**src/rtl/dif_pkg.sv**
```systemverilog
// Shared definitions for the per-channel difference engine: FSM state
// encoding, channel-index width and the range check used for clamp/wrap.
package dif_pkg;

    // One-hot FSM states.
    typedef enum logic [2:0] {
        ST_IDLE = 3'b001,
        ST_CALC = 3'b010,
        ST_HOLD = 3'b100
    } state_e;

    // Widest intermediate result the helpers must handle (DW max 24, +2 bits).
    localparam int FULL_MAX_W = 26;

    // Channel index width; a single channel still gets a 1-bit index.
    function automatic int cw_of(input int ch);
        return (ch > 1) ? $clog2(ch) : 1;
    endfunction

    // True when a full-width signed value does not fit in dw signed bits.
    function automatic logic out_of_range(input logic signed [FULL_MAX_W-1:0] v,
                                          input int dw);
        longint vv;
        longint hi;
        longint lo;
        vv = longint'(v);
        hi = (longint'(1) <<< (dw - 1)) - 1;
        lo = -(longint'(1) <<< (dw - 1));
        return (vv > hi) || (vv < lo);
    endfunction

endpackage

```
**src/rtl/dif_sat.sv**
```systemverilog
// Full-width difference to DW-bit result, either clamped or wrapped,
// with a flag whenever the value did not fit.
module dif_sat
    import dif_pkg::*;
#(
    parameter int DW  = 13,
    parameter int SAT = 1
) (
    input  logic signed [DW+1:0] full_i,
    output logic        [DW-1:0] data_o,
    output logic                 flag_o
);

    localparam logic [DW-1:0] MAX_V = {1'b0, {(DW-1){1'b1}}};
    localparam logic [DW-1:0] MIN_V = {1'b1, {(DW-1){1'b0}}};

    logic ovf;

    // Wrap keeps the low bits; clamp replaces them by the nearest bound.
    // Overflow means the same thing in both modes, so the flag is shared.
    always_comb begin
        ovf    = out_of_range(FULL_MAX_W'(full_i), DW);
        data_o = full_i[DW-1:0];
        flag_o = ovf;
        if ((SAT != 0) && ovf) begin
            data_o = full_i[DW+1] ? MIN_V : MAX_V;
        end
    end

endmodule

```
**src/rtl/param_dif.sv**
```systemverilog
// Multi-channel first/second difference engine. One sample in flight:
// IDLE accepts, CALC computes and updates history, HOLD presents result.
module param_dif
    import dif_pkg::*;
#(
    parameter int DW  = 13,
    parameter int CH  = 4,
    parameter int SAT = 1,
    localparam int CW = cw_of(CH)
) (
    input  logic          clk,
    input  logic          rst_n,
    input  logic          clr,
    input  logic          order,
    input  logic          in_valid,
    output logic          in_ready,
    input  logic [CW-1:0] in_ch,
    input  logic [DW-1:0] in_data,
    output logic          out_valid,
    input  logic          out_ready,
    output logic [CW-1:0] out_ch,
    output logic [DW-1:0] out_data,
    output logic          out_primed,
    output logic          out_sat
);

    state_e               state_q, state_d;
    logic        [CW-1:0] ch_q, ch_d;
    logic signed [DW-1:0] x_q, x_d;
    logic                 ord_q, ord_d;

    logic signed [DW-1:0] last1_q [CH];
    logic signed [DW-1:0] last1_d [CH];
    logic signed [DW-1:0] last2_q [CH];
    logic signed [DW-1:0] last2_d [CH];
    logic        [1:0]    cnt_q   [CH];
    logic        [1:0]    cnt_d   [CH];

    logic        [DW-1:0] out_data_q, out_data_d;
    logic        [CW-1:0] out_ch_q, out_ch_d;
    logic                 out_primed_q, out_primed_d;
    logic                 out_sat_q, out_sat_d;

    logic                 ch_ok;
    logic        [CW-1:0] idx;
    logic signed [DW-1:0] l1, l2;
    logic        [1:0]    cnt;
    logic signed [DW+1:0] xe, l1e, l2e, full;
    logic                 primed;
    logic        [DW-1:0] res_data;
    logic                 res_flag;

    // Fetch the latched channel's history and form the selected difference.
    // Out-of-range channels read entry 0 but nothing downstream uses it.
    always_comb begin
        ch_ok  = (32'(ch_q) < CH);
        idx    = ch_ok ? ch_q : '0;
        l1     = last1_q[idx];
        l2     = last2_q[idx];
        cnt    = cnt_q[idx];
        xe     = {{2{x_q[DW-1]}}, x_q};
        l1e    = {{2{l1[DW-1]}}, l1};
        l2e    = {{2{l2[DW-1]}}, l2};
        full   = ord_q ? (xe - (l1e <<< 1) + l2e) : (xe - l1e);
        primed = ord_q ? (cnt >= 2'd2) : (cnt >= 2'd1);
    end

    dif_sat #(
        .DW  (DW),
        .SAT (SAT)
    ) u_sat (
        .full_i (full),
        .data_o (res_data),
        .flag_o (res_flag)
    );

    // Next-state, history and result-register update.
    always_comb begin
        state_d      = state_q;
        ch_d         = ch_q;
        x_d          = x_q;
        ord_d        = ord_q;
        last1_d      = last1_q;
        last2_d      = last2_q;
        cnt_d        = cnt_q;
        out_data_d   = out_data_q;
        out_ch_d     = out_ch_q;
        out_primed_d = out_primed_q;
        out_sat_d    = out_sat_q;
        case (state_q)
            ST_IDLE: begin
                if (clr) begin
                    for (int i = 0; i < CH; i++) begin
                        last1_d[i] = '0;
                        last2_d[i] = '0;
                        cnt_d[i]   = '0;
                    end
                end else if (in_valid) begin
                    ch_d    = in_ch;
                    x_d     = in_data;
                    ord_d   = order;
                    state_d = ST_CALC;
                end
            end
            ST_CALC: begin
                if (ch_ok) begin
                    out_data_d   = res_data;
                    out_sat_d    = res_flag;
                    out_primed_d = primed;
                    out_ch_d     = ch_q;
                    last2_d[idx] = l1;
                    last1_d[idx] = x_q;
                    cnt_d[idx]   = (cnt == 2'd2) ? 2'd2 : cnt + 2'd1;
                    state_d      = ST_HOLD;
                end else begin
                    state_d = ST_IDLE;
                end
            end
            ST_HOLD: begin
                if (out_ready) begin
                    state_d = ST_IDLE;
                end
            end
            default: state_d = ST_IDLE;
        endcase
    end

    // Single register bank; reset drops any in-flight sample and history.
    always_ff @(posedge clk or negedge rst_n) begin
        if (!rst_n) begin
            state_q      <= ST_IDLE;
            ch_q         <= '0;
            x_q          <= '0;
            ord_q        <= 1'b0;
            out_data_q   <= '0;
            out_ch_q     <= '0;
            out_primed_q <= 1'b0;
            out_sat_q    <= 1'b0;
            for (int i = 0; i < CH; i++) begin
                last1_q[i] <= '0;
                last2_q[i] <= '0;
                cnt_q[i]   <= '0;
            end
        end else begin
            state_q      <= state_d;
            ch_q         <= ch_d;
            x_q          <= x_d;
            ord_q        <= ord_d;
            out_data_q   <= out_data_d;
            out_ch_q     <= out_ch_d;
            out_primed_q <= out_primed_d;
            out_sat_q    <= out_sat_d;
            last1_q      <= last1_d;
            last2_q      <= last2_d;
            cnt_q        <= cnt_d;
        end
    end

    assign in_ready   = (state_q == ST_IDLE) && !clr;
    assign out_valid  = (state_q == ST_HOLD);
    assign out_ch     = out_ch_q;
    assign out_data   = out_data_q;
    assign out_primed = out_primed_q;
    assign out_sat    = out_sat_q;

endmodule
```
**config.mk**
```make
export PLATFORM = sky130hd
export DESIGN_NAME = param_dif
export DESIGN_NICKNAME = d
export VERILOG_FILES = /design/src/rtl/dif_pkg.sv /design/src/rtl/dif_sat.sv /design/src/rtl/param_dif.sv
export SDC_FILE = /design/constraint.sdc
export NUM_CORES = 1
export LEC_CHECK = 0
export BUFFER_PORTS_ARGS = -buffer_cell sky130_fd_sc_hd__buf_2
export CORE_MARGIN = 10
export CORE_UTILIZATION = 51
export CTS_CLUSTER_SIZE = 8
export DETAILED_ROUTE_END_ITERATION = 8
export HOLD_SLACK_MARGIN = 0.05
export PLACE_DENSITY_LB_ADDON = 0.25
export SLEW_MARGIN = 20
export SYNTH_ARGS = -nofsm -noshare
export SYNTH_HDL_FRONTEND = slang
export SYNTH_SLANG_ARGS = --single-unit
```
**constraint.sdc**
```tcl
create_clock -name clk -period 10.6 [get_ports clk]
set_clock_uncertainty 0.05 [all_clocks]
set_input_delay 1.06 -clock clk [delete_from_list [all_inputs] [get_ports clk]]
set_output_delay 1.06 -clock clk [all_outputs]
set_load 0.02 [all_outputs]
```
Word-level counts from Yosys, hierarchy flattened
Cells that the tools add are included.
{"block": "classes", "n_mux": 30, "n_addsub": 4, "n_eq_ne": 8, "magnitude_cmp": 6, "reduce_logical": 8, "bitwise": 2}
{"cell": "52-bit one-hot mux with 2 select lines", "n": 2}
{"cell": "52-bit bitwise mux", "n": 2}
{"cell": "13-bit 2-to-1 mux", "n": 7}
{"cell": "13-bit binary-select mux with 2-bit select", "n": 2}
{"cell": "52-bit 2-to-1 mux", "n": 1}
{"cell": "13-bit demux with 2-bit select", "n": 1}
{"cell": "8-bit one-hot mux with 2 select lines", "n": 1}
{"cell": "15-bit by 13-bit adder with 15-bit output", "n": 1}
{"cell": "15-bit by 13-bit greater-than comparator with 1-bit output (second input constant)", "n": 1}
{"cell": "15-bit by 13-bit less-than comparator with 1-bit output (second input constant)", "n": 1}
{"cell": "15-bit 2-to-1 mux", "n": 1}
{"cell": "13-bit by 14-bit subtractor with 15-bit output", "n": 1}
{"cell": "13-bit by 13-bit subtractor with 14-bit output", "n": 1}
{"cell": "3-bit 2-to-1 mux", "n": 3}
{"cell": "3-bit one-hot mux with 3 select lines", "n": 1}
{"cell": "8-bit bitwise mux", "n": 1}
{"cell": "2-bit 2-to-1 mux", "n": 4}
{"cell": "8-bit 2-to-1 mux", "n": 1}
{"cell": "2-bit inequality test (second input constant)", "n": 3}
{"cell": "3-bit AND reduction", "n": 2}
{"cell": "2-bit binary-select mux with 2-bit select", "n": 1}
{"cell": "2-bit demux with 2-bit select", "n": 1}
{"cell": "3-bit by 1-bit == test with 1-bit output (second input constant)", "n": 1}
{"cell": "3-bit by 2-bit == test with 1-bit output (second input constant)", "n": 1}
{"cell": "16 further kinds", "n": 17}
{"block": "totals", "inputBits": 21, "ff_bits": 148, "out_inout_bits": 19}

Longest topological paths before layout
Gate-level depths: netlist (run 1).
{"block": "depth", "ltp_word": 10, "ltp_mapped": 19}

By module
A second synthesis (run 1) with hierarchy kept.
{"block": "hier_totals", "cells_unflattened": 953, "area_unflattened_um2": 8728.4}
{"mod": "param_dif", "area_per_inst_um2": 8396.8, "cells_each": 907, "instances": 1}
{"mod": "dif_sat", "area_per_inst_um2": 331.6, "cells_each": 46, "instances": 1}

Worst setup path after synthesis (run 1)
OpenSTA, ideal clock, no wires.
{"block": "synth_timing", "path_type": "register to register", "startpoint": "register ch_q[1]", "endpoint": "register out_data_q[11], in the netlist out_data[11]", "arrival_time_ns": 4.312, "required_ns": 10.470, "synth_period_minus_slack_ns": 4.442, "slack_ns": 6.158, "stages_incl_launch_ff": 18, "cell_sequence": "dfrtp_1 clkbuf_1 clkbuf_1 mux2_2 o21ai_1 inv_1 fa_1 inv_1 ha_1 nor2b_4 o311ai_2 nand2_1 a221oi_2 xnor2_1 a211o_1 a211o_1 buf_6 o211ai_2"}
{"block": "synth_via", "elab_chain_len": 10, "word_cells_on_any_way": 16, "classes_between": "3 x add/sub; 2 x order compare; 9 x mux; 1 x bitwise; 1 x reduce/logical"}
{"item": "start, declared", "line_no": "param_dif.sv:28", "source": "logic [CW-1:0] ch_q, ch_d;"}
{"item": "start signal, assigned", "line_no": "param_dif.sv:146", "source": "ch_q <= ch_d;"}
{"item": "2-bit inverter with 3-bit output (not written as such) (*)", "line_no": "param_dif.sv:58, param_dif.sv:59"}
{"item": "13-bit binary-select mux with 2-bit select", "line_no": "param_dif.sv:58", "source": "l1 = last1_q[idx];"}
{"item": "13-bit 2-to-1 mux (not written as such) (2 in a row)", "line_no": "param_dif.sv:58"}
{"item": "13-bit by 14-bit subtractor with 15-bit output", "line_no": "param_dif.sv:64", "source": "full = ord_q ? (xe - (l1e <<< 1) + l2e) : (xe - l1e);"}
{"item": "15-bit by 13-bit adder with 15-bit output", "line_no": "param_dif.sv:64"}
{"item": "15-bit 2-to-1 mux (*)", "line_no": "param_dif.sv:64"}
{"item": "15-bit by 13-bit greater-than comparator with 1-bit output / 15-bit by 13-bit less-than comparator with 1-bit output (equally long branches)", "line_no": "dif_pkg.sv:29", "source": "return (vv > hi) || (vv < lo);"}
{"item": "1-bit logical OR", "line_no": "dif_pkg.sv:29"}
{"item": "13-bit 2-to-1 mux (*)", "line_no": "dif_sat.sv:25", "source": "if ((SAT != 0) && ovf) begin"}
{"item": "end signal, assigned", "line_no": "param_dif.sv:149", "source": "out_data_q <= out_data_d;"}
{"item": "end, declared", "line_no": "param_dif.sv:39", "source": "logic [DW-1:0] out_data_q, out_data_d;"}
Mark *: on every way between the ends. The rest lies on a longest branch, timed or not. The select of a mux whose other input is x is not followed.
A chain may end at the register's enable or synchronous reset.

Final worst setup path (run 1)
{"block": "layout_timing", "startpoint": "register ch_q[1]", "endpoint": "register out_data_q[1], in the netlist out_data[1]"}
The elaborated chain is that of the path after synthesis.

==> results.yml, run 1 <==
timing:
  setup_viol: 0
  fin_crit_sh: 0.4705
  hold_violations: 0
  slew_headroom: 0.3037
  max_freq_mhz: 200.5
  maxSlewViolCount: 0
  fin_tns_setup_ns: 0
  fin_crit_ns: 4.987
  hold_ws_ns: 0.4250
  rsz0062_at_grt: "false"
  worst_pin_slew_ns: 1.044
drt:
  wl_per_cell_um: 17.17
  routed_via_density: 5.570
  drtIter0Drc: 576
  ant_nets: 0
  remaining_drc_errors: 0
  drt-total-wl_um: 19140
  drtPass1Iterations: 5
  vias: 6210
clock_tree:
  clk_pin_slew_ns: 0.06
  cts_setup_buffers: 0
  clk_path_buf_depth: 2
  htreeDepth: 4
  clk-insertion-delay-late_ns: 0.43
  cts_made_buffers: 17
  ctsHoldBuffers: 0
  postCtsResizedCells: 0
  cts_tree: "yes"
  clkSinkCount: 148
  clockRootBuffer: "clkbuf_16"
critical_path:
  slowest_stage: "o21ai_2"
  path_buf_inv: 3
  max_stage_delay_ns: 0.66
  critical-path-top-delay-family: "compound AO/OA/AOI/OAI gates"
  crit_arrival_ns: 5.21
  critPathRequiredTime_ns: 10.82
  cp_max_fo: 46
  cp_cell_sequence: "buf_4, mux2_2, o21ai_1, inv_1, fa_1, inv_1, ha_1, a21oi_4, o21ai_2, a21o_1, a221oi_2, xnor2_1, a22oi_1, o21ai_2, o211ai_1"
  setup.worst_path.start_class: "flip-flop"
  cp-end-kind: "flip-flop"
  critPathKind: "reg -> reg"
grt:
  grtUsageTotal: 0.1827
  antenna_found_initial: 0
  grt_pass1_wl_um: 32350
  grtUsageMet1: 0.2446
  grt_use_met2: 0.2928
  grt_overflow: 0
  use_met3: 0.03388
  grt_max_degree: 78
  grt_pass1_vias: 6169
  grt.busiest_layer: "met2"
yosys:
  yosysSeqAreaShare: 0.4455
  syn_area_per_cell_um2: 9.440
  synth_common_cells: "dfrtp_1, o21ai_0, nand2_1"
  syn-cell-area_um2: 8317
  synth_seq_cells: 148
  yosysWarnings: 0
  ys.flop_type: "dfrtp_1"
  syn_inst: 881
  yosysTopAreaCell: "dfrtp_1"
  yosysMostFrequentCell: "dfrtp_1"
  synth_edf_count: 0
  ys_types: 58
  synth_nets: 945
  netlist.area_leader.share: 0.4423
  synth_area_leaders: "dfrtp_1, o21ai_0, nand2_1"
  async_reset_ff_frac: 1.000
floorplanning:
  core-area_um2: 15940
  num_rows: 46
  die_area_um2: 21820
  start_util: 0.5217
  die_w_um: 147.7
  pin_count: 40
  die_y_um: 147.7
cells_and_area:
  fillers: 1426
  syn_to_final_growth_pct: 10.94
  antenna_cells_inserted: 0
  drive_above_1_share: 0.1479
  finalNetCount: 950
power_and_ir_drop:
  vdd_ir_drop_max_mv: 0.1751
  leakagePower_uw: 0.004314
  p_per_area_nw_per_um2: 265.1
worst_hold_path:
  hold_class: "reg -> reg"
placement:
  dpl.hpwl_um: 12880
  place_congestion: 0.8939
  port_buffers: 39
status:
  status: "finished, final reports clean"
flow_run:
  drv_cap: 0
-- tightest hold or removal path: stages (launching register included) --
cell     delay, ns
dfrtp_1       0.34
nand2_1       0.05
nand2_1       0.05
-- logic make-up after synthesis --
| family | Yosys count | share of synthesized area |
|---|---|---|
| and+or+nand+nor | 273 | 0.1470 |
| buffers and inverters | 129 | 0.06078 |
| xor gates and xnor gates | 23 | 0.02422 |
| adders and majority gates | 43 | 0.07733 |
| muxes | 55 | 0.09237 |
| AOI/OAI and AO/OA | 210 | 0.1529 |
| DFF | 148 | 0.4455 |
-- power by group --
| part | total (uW) | internal (uW) | switching [uW] |
|---|---|---|---|
| Combinational | 1110 | 434 | 679 |
| Clock | 640 | 399 | 241 |
| Sequential | 693 | 632 | 61.3 |
| Total | 2450 | 1460 | 981 |
-- stage by stage --
stage,setup WS (ns),utilization,instances,cell area [um2],total power [uW]
floorplan,6.158,-,881,8317,1546
global placement,5.706,0.5396,1083,8602,1801
detailed placement,5.609,0.5396,1083,8602,1806
CTS,5.607,0.5787,1115,9226,2450
global route,5.199,0.5787,1115,9226,2625
finish,5.613,0.5787,1115,9226,2446
-- flip-flops by register name, indices dropped and copies added (netlist names) --
| register | cells |
|---|---|
| last1_q | 52 |
| out_ch | 2 |
| out_sat | 1 |
| state_q | 3 |
| cnt_q | 8 |
| ch_q | 2 |
| out_data | 13 |
| out_primed | 1 |
| ord_q | 1 |
| x_q | 13 |
| last2_q | 52 |
-- area by class of cell --
type	count	area [um2]	share of cell area
well taps	216	270.3	0.02929
flip-flops and latches	148	3707	0.4018
multi-input cells	604	4115	0.4460
repair buffers	45	246.5	0.02672
clock buffers	19	442.9	0.04801
inverters	70	262.8	0.02848
clock inverters	13	181.4	0.01966
-- path summary, 6_finish.rpt --
kind                       depth (start not counted)                       to                    from  slack, ns
max                                               15  out_data[1]$_DFFE_PN0P_     ch_q[1]$_DFFE_PN0P_       5.61
min                                                2   out_primed$_DFFE_PN0P_  out_primed$_DFFE_PN0P_       0.43
max reg2reg                                       15  out_data[1]$_DFFE_PN0P_     ch_q[1]$_DFFE_PN0P_       5.61
min reg2reg                                        2   out_primed$_DFFE_PN0P_  out_primed$_DFFE_PN0P_       0.43
max in group asynchronous                          2      ch_q[1]$_DFFE_PN0P_                   rst_n       8.48
min in group asynchronous                          1     cnt_q[4]$_DFFE_PN0P_                   rst_n       0.57
-- metal layers --
layer,part of all wire,wire length (um)
met2,0.47,9023
met1,0.47,9031
met4,0.017,334
met5,0,0
met3,0.039,753
-- layout by cell type (no fill, tap or decap), types with 10 or more instances in the layout --
master / count
nand3_1: 90
clkbuf_16: 17
xor2_1: 10
o21ai_0: 127
mux2_2: 14
nand2_1: 125
fa_1: 14
ha_1: 29
buf_2: 38
xnor2_1: 13
mux4_2: 16
dfrtp_1: 145
nor2_1: 26
mux2i_1: 25
o21ai_1: 12
o211ai_2: 10
a21oi_1: 20
inv_1: 70
No activity file was read; power rests on OpenSTA's default activity.
==> run 2: changes to the inputs <==
--- a/config.mk
+++ b/config.mk
@@ -5,6 +5,7 @@
 export SDC_FILE = /design/constraint.sdc
 export NUM_CORES = 1
 export LEC_CHECK = 0
+export ABC_AREA = 1
 export BUFFER_PORTS_ARGS = -buffer_cell sky130_fd_sc_hd__buf_2
 export CORE_MARGIN = 10
 export CORE_UTILIZATION = 51
==> constraint.sdc (replaced) <==
create_clock -name clk -period 5.1 [get_ports clk]
set_clock_uncertainty 0.05 [all_clocks]
set_input_delay 0.51 -clock clk [delete_from_list [all_inputs] [get_ports clk]]
set_output_delay 0.51 -clock clk [all_outputs]
set_load 0.02 [all_outputs]
==> results.yml, run 2 <==
critical_path:
  crit_top_cell: "nand2_1"
  rrSetupSlack_ns: 0.98
  path_buf_inv: 5
  cp_cell_sequence: "inv_1, nand2_1, buf_4, o22ai_1, a221oi_1, fa_1, inv_1, ha_1, nand2_1, inv_1, nand2_1, nand3_2, nand2_1, nand2_1, nand2_1, nand3_1, nand2_2, nand2_2, o21ai_2, buf_4, a21oi_1"
  worst_r2r_endpoint: "out_data[0]$_DFFE_PN0P_"
  reg2reg_depth: 21
  crit_arrival_ns: 4.38
  setup.worst_path.start_class: "flip-flop"
  reg2reg_from: "ch_q[1]$_DFFE_PN0P_"
  cp-end-kind: "flip-flop"
  critical-path-top-delay-family: "simple AND/OR/NAND/NOR gates"
  critPathKind: "reg -> reg"
  slowest_stage: "fa_1"
  critPathRequiredTime_ns: 5.35
  cp_max_fo: 19
  crit_start: "ch_q[1]$_DFFE_PN0P_"
  max_stage_delay_ns: 0.53
cells_and_area:
  regArea_um2: 3705
  syn_to_final_growth_pct: 11.35
  layout_common_cells: "inv_1, nand2_1, dfrtp_1, o22ai_1, o21ai_0"
  antenna_cells_inserted: 0
  top_regs: "last1_q: 52 flops, last2_q: 52 flops"
  fillers: 1454
  finalNetCount: 1154
  final_cell_count_no_fill: 1318
  final_common_cell: "inv_1"
  drive_above_1_share: 0.1098
  multiInputGateArea_um2: 3660
status:
  status: "finished, final reports clean"
timing:
  max_freq_mhz: 242.6
  hold_violations: 0
  fin_tns_setup_ns: 0
  maxSlewViolCount: 0
  rsz0062_at_grt: "false"
  fin_crit_sh: 0.8083
  fin_crit_ns: 4.122
  hold_ws_ns: 0.1585
  setup_ws_ns: 0.9776
  worst_pin_slew_ns: 1.134
  slew_headroom: 0.2422
  setup_viol: 0
floorplanning:
  die_y_um: 148.6
  die_w_um: 148.6
  pin_count: 40
  die_area_um2: 22070
  start_util: 0.5250
  core-area_um2: 16060
  num_rows: 46
grt:
  grt_pass1_vias: 7245
  grt_max_degree: 108
  grt_pass1_wl_um: 38660
  grt_overflow: 0
  grtUsageTotal: 0.2222
  antenna_found_initial: 0
yosys:
  async_reset_ff_frac: 1.000
  synth_nets: 1127
  synth_seq_cells: 148
  yosysWarnings: 0
  synth_edf_count: 0
  syn_inst: 1063
  ys_types: 37
  syn-cell-area_um2: 8431
  syn_area_per_cell_um2: 7.931
  ys.flop_type: "dfrtp_1"
  yosysTopAreaCell: "dfrtp_1"
  synth_area_leaders: "dfrtp_1, inv_1, nand2_1"
  yosysMostFrequentCell: "inv_1"
  netlist.area_leader.share: 0.4363
  synth_common_cells: "inv_1, nand2_1, dfrtp_1"
  yosysSeqAreaShare: 0.4394
drt:
  ant_nets: 0
  drtIter0Drc: 772
  drtPass1Iterations: 5
  wl_per_cell_um: 18.00
  routed_via_density: 5.604
  drt-total-wl_um: 23720
  remaining_drc_errors: 0
  vias: 7386
clock_tree:
  clk_pin_slew_ns: 0.06
  cts_setup_buffers: 0
  clk-insertion-delay-late_ns: 0.43
  clk_path_buf_depth: 2
  ctsHoldBuffers: 0
  postCtsResizedCells: 0
  cts_made_buffers: 17
  cts_tree: "yes"
  clockRootBuffer: "clkbuf_16"
  clkSinkCount: 148
  htreeDepth: 4
placement:
  dpl.hpwl_um: 16140
  post-place-ws_ns: 1.094
  place_congestion: 0.9125
  port_buffers: 39
  dp_cells: 1287
power_and_ir_drop:
  vdd_ir_drop_max_mv: 0.3288
  p_per_area_nw_per_um2: 669.6
  leakagePower_uw: 0.004549
  p_total_uw: 6286
flow_run:
  drv_cap: 0
worst_hold_path:
  hold_class: "in -> async"
-- run 2: routing by layer --
layer | wire length [um] | GRT usage
met5 | 0 | 0
met4 | 518 | 0.07978
met3 | 1875 | 0.04490
met2 | 10420 | 0.3333
met1 | 10910 | 0.3108
-- run 2: final cells by class --
type,count,area share
Sequential cell,148,0.3946
Multi-Input combinational cell,638,0.3898
Inverter,235,0.09396
Clock buffer,23,0.05198
Timing Repair Buffer,50,0.03025
Tap cell,216,0.02879
Clock inverter,8,0.01053
-- run 2: worst max-delay path by stage --
stage,endpoint,slack [ns],cells past startpoint
finish,out_data[0]$_DFFE_PN0P_,0.98,21
global route,out_data[1]$_DFFE_PN0P_,0.73,21
CTS,out_data[0]$_DFFE_PN0P_,1.07,21
detailed placement,out_data[0]$_DFFE_PN0P_,1.09,21
global placement,out_data[1]$_DFFE_PN0P_,1.16,21
floorplan,out_data[10]$_DFFE_PN0P_,1.66,22
-- run 2: metrics by stage --
| stage | utilization | instance area (um2) |
|---|---|---|
| after global placement | 0.5481 | 8801 |
| after floorplan | - | 8431 |
| final | 0.5846 | 9388 |
| after CTS | 0.5846 | 9388 |
| after detailed placement | 0.5481 | 8801 |
| after global routing | 0.5846 | 9388 |
-- run 2: cells by family after synthesis --
group	synth area share
and+or+nand+nor	0.1920
buffers and inverters	0.1270
AOI/OAI and AO/OA	0.1579
DFF	0.4394
adders and majority gates	0.07628
xor gates and xnor gates	0.007272
-- run 2: where the power goes --
| part | internal (uW) | switching, uW | leakage [uW] |
|---|---|---|---|
| clock | 768 | 487 | 0.000285 |
| combinational | 1110 | 2430 | 0.00226 |
| sequential | 1370 | 129 | 0.00200 |
-- run 2: worst register-to-register path: stages (launching register included) --
cell      delay [ns]
dfrtp_1         0.41
inv_1           0.12
nand2_1         0.24
buf_4           0.34
o22ai_1         0.13
a221oi_1        0.50
fa_1            0.53
inv_1           0.08
ha_1            0.28
nand2_1         0.17
inv_1           0.06
nand2_1         0.08
nand3_2         0.11
nand2_1         0.10
nand2_1         0.06
nand2_1         0.06
nand3_1         0.07
nand2_2         0.12
nand2_2         0.07
o21ai_2         0.08
buf_4           0.25
a21oi_1         0.11
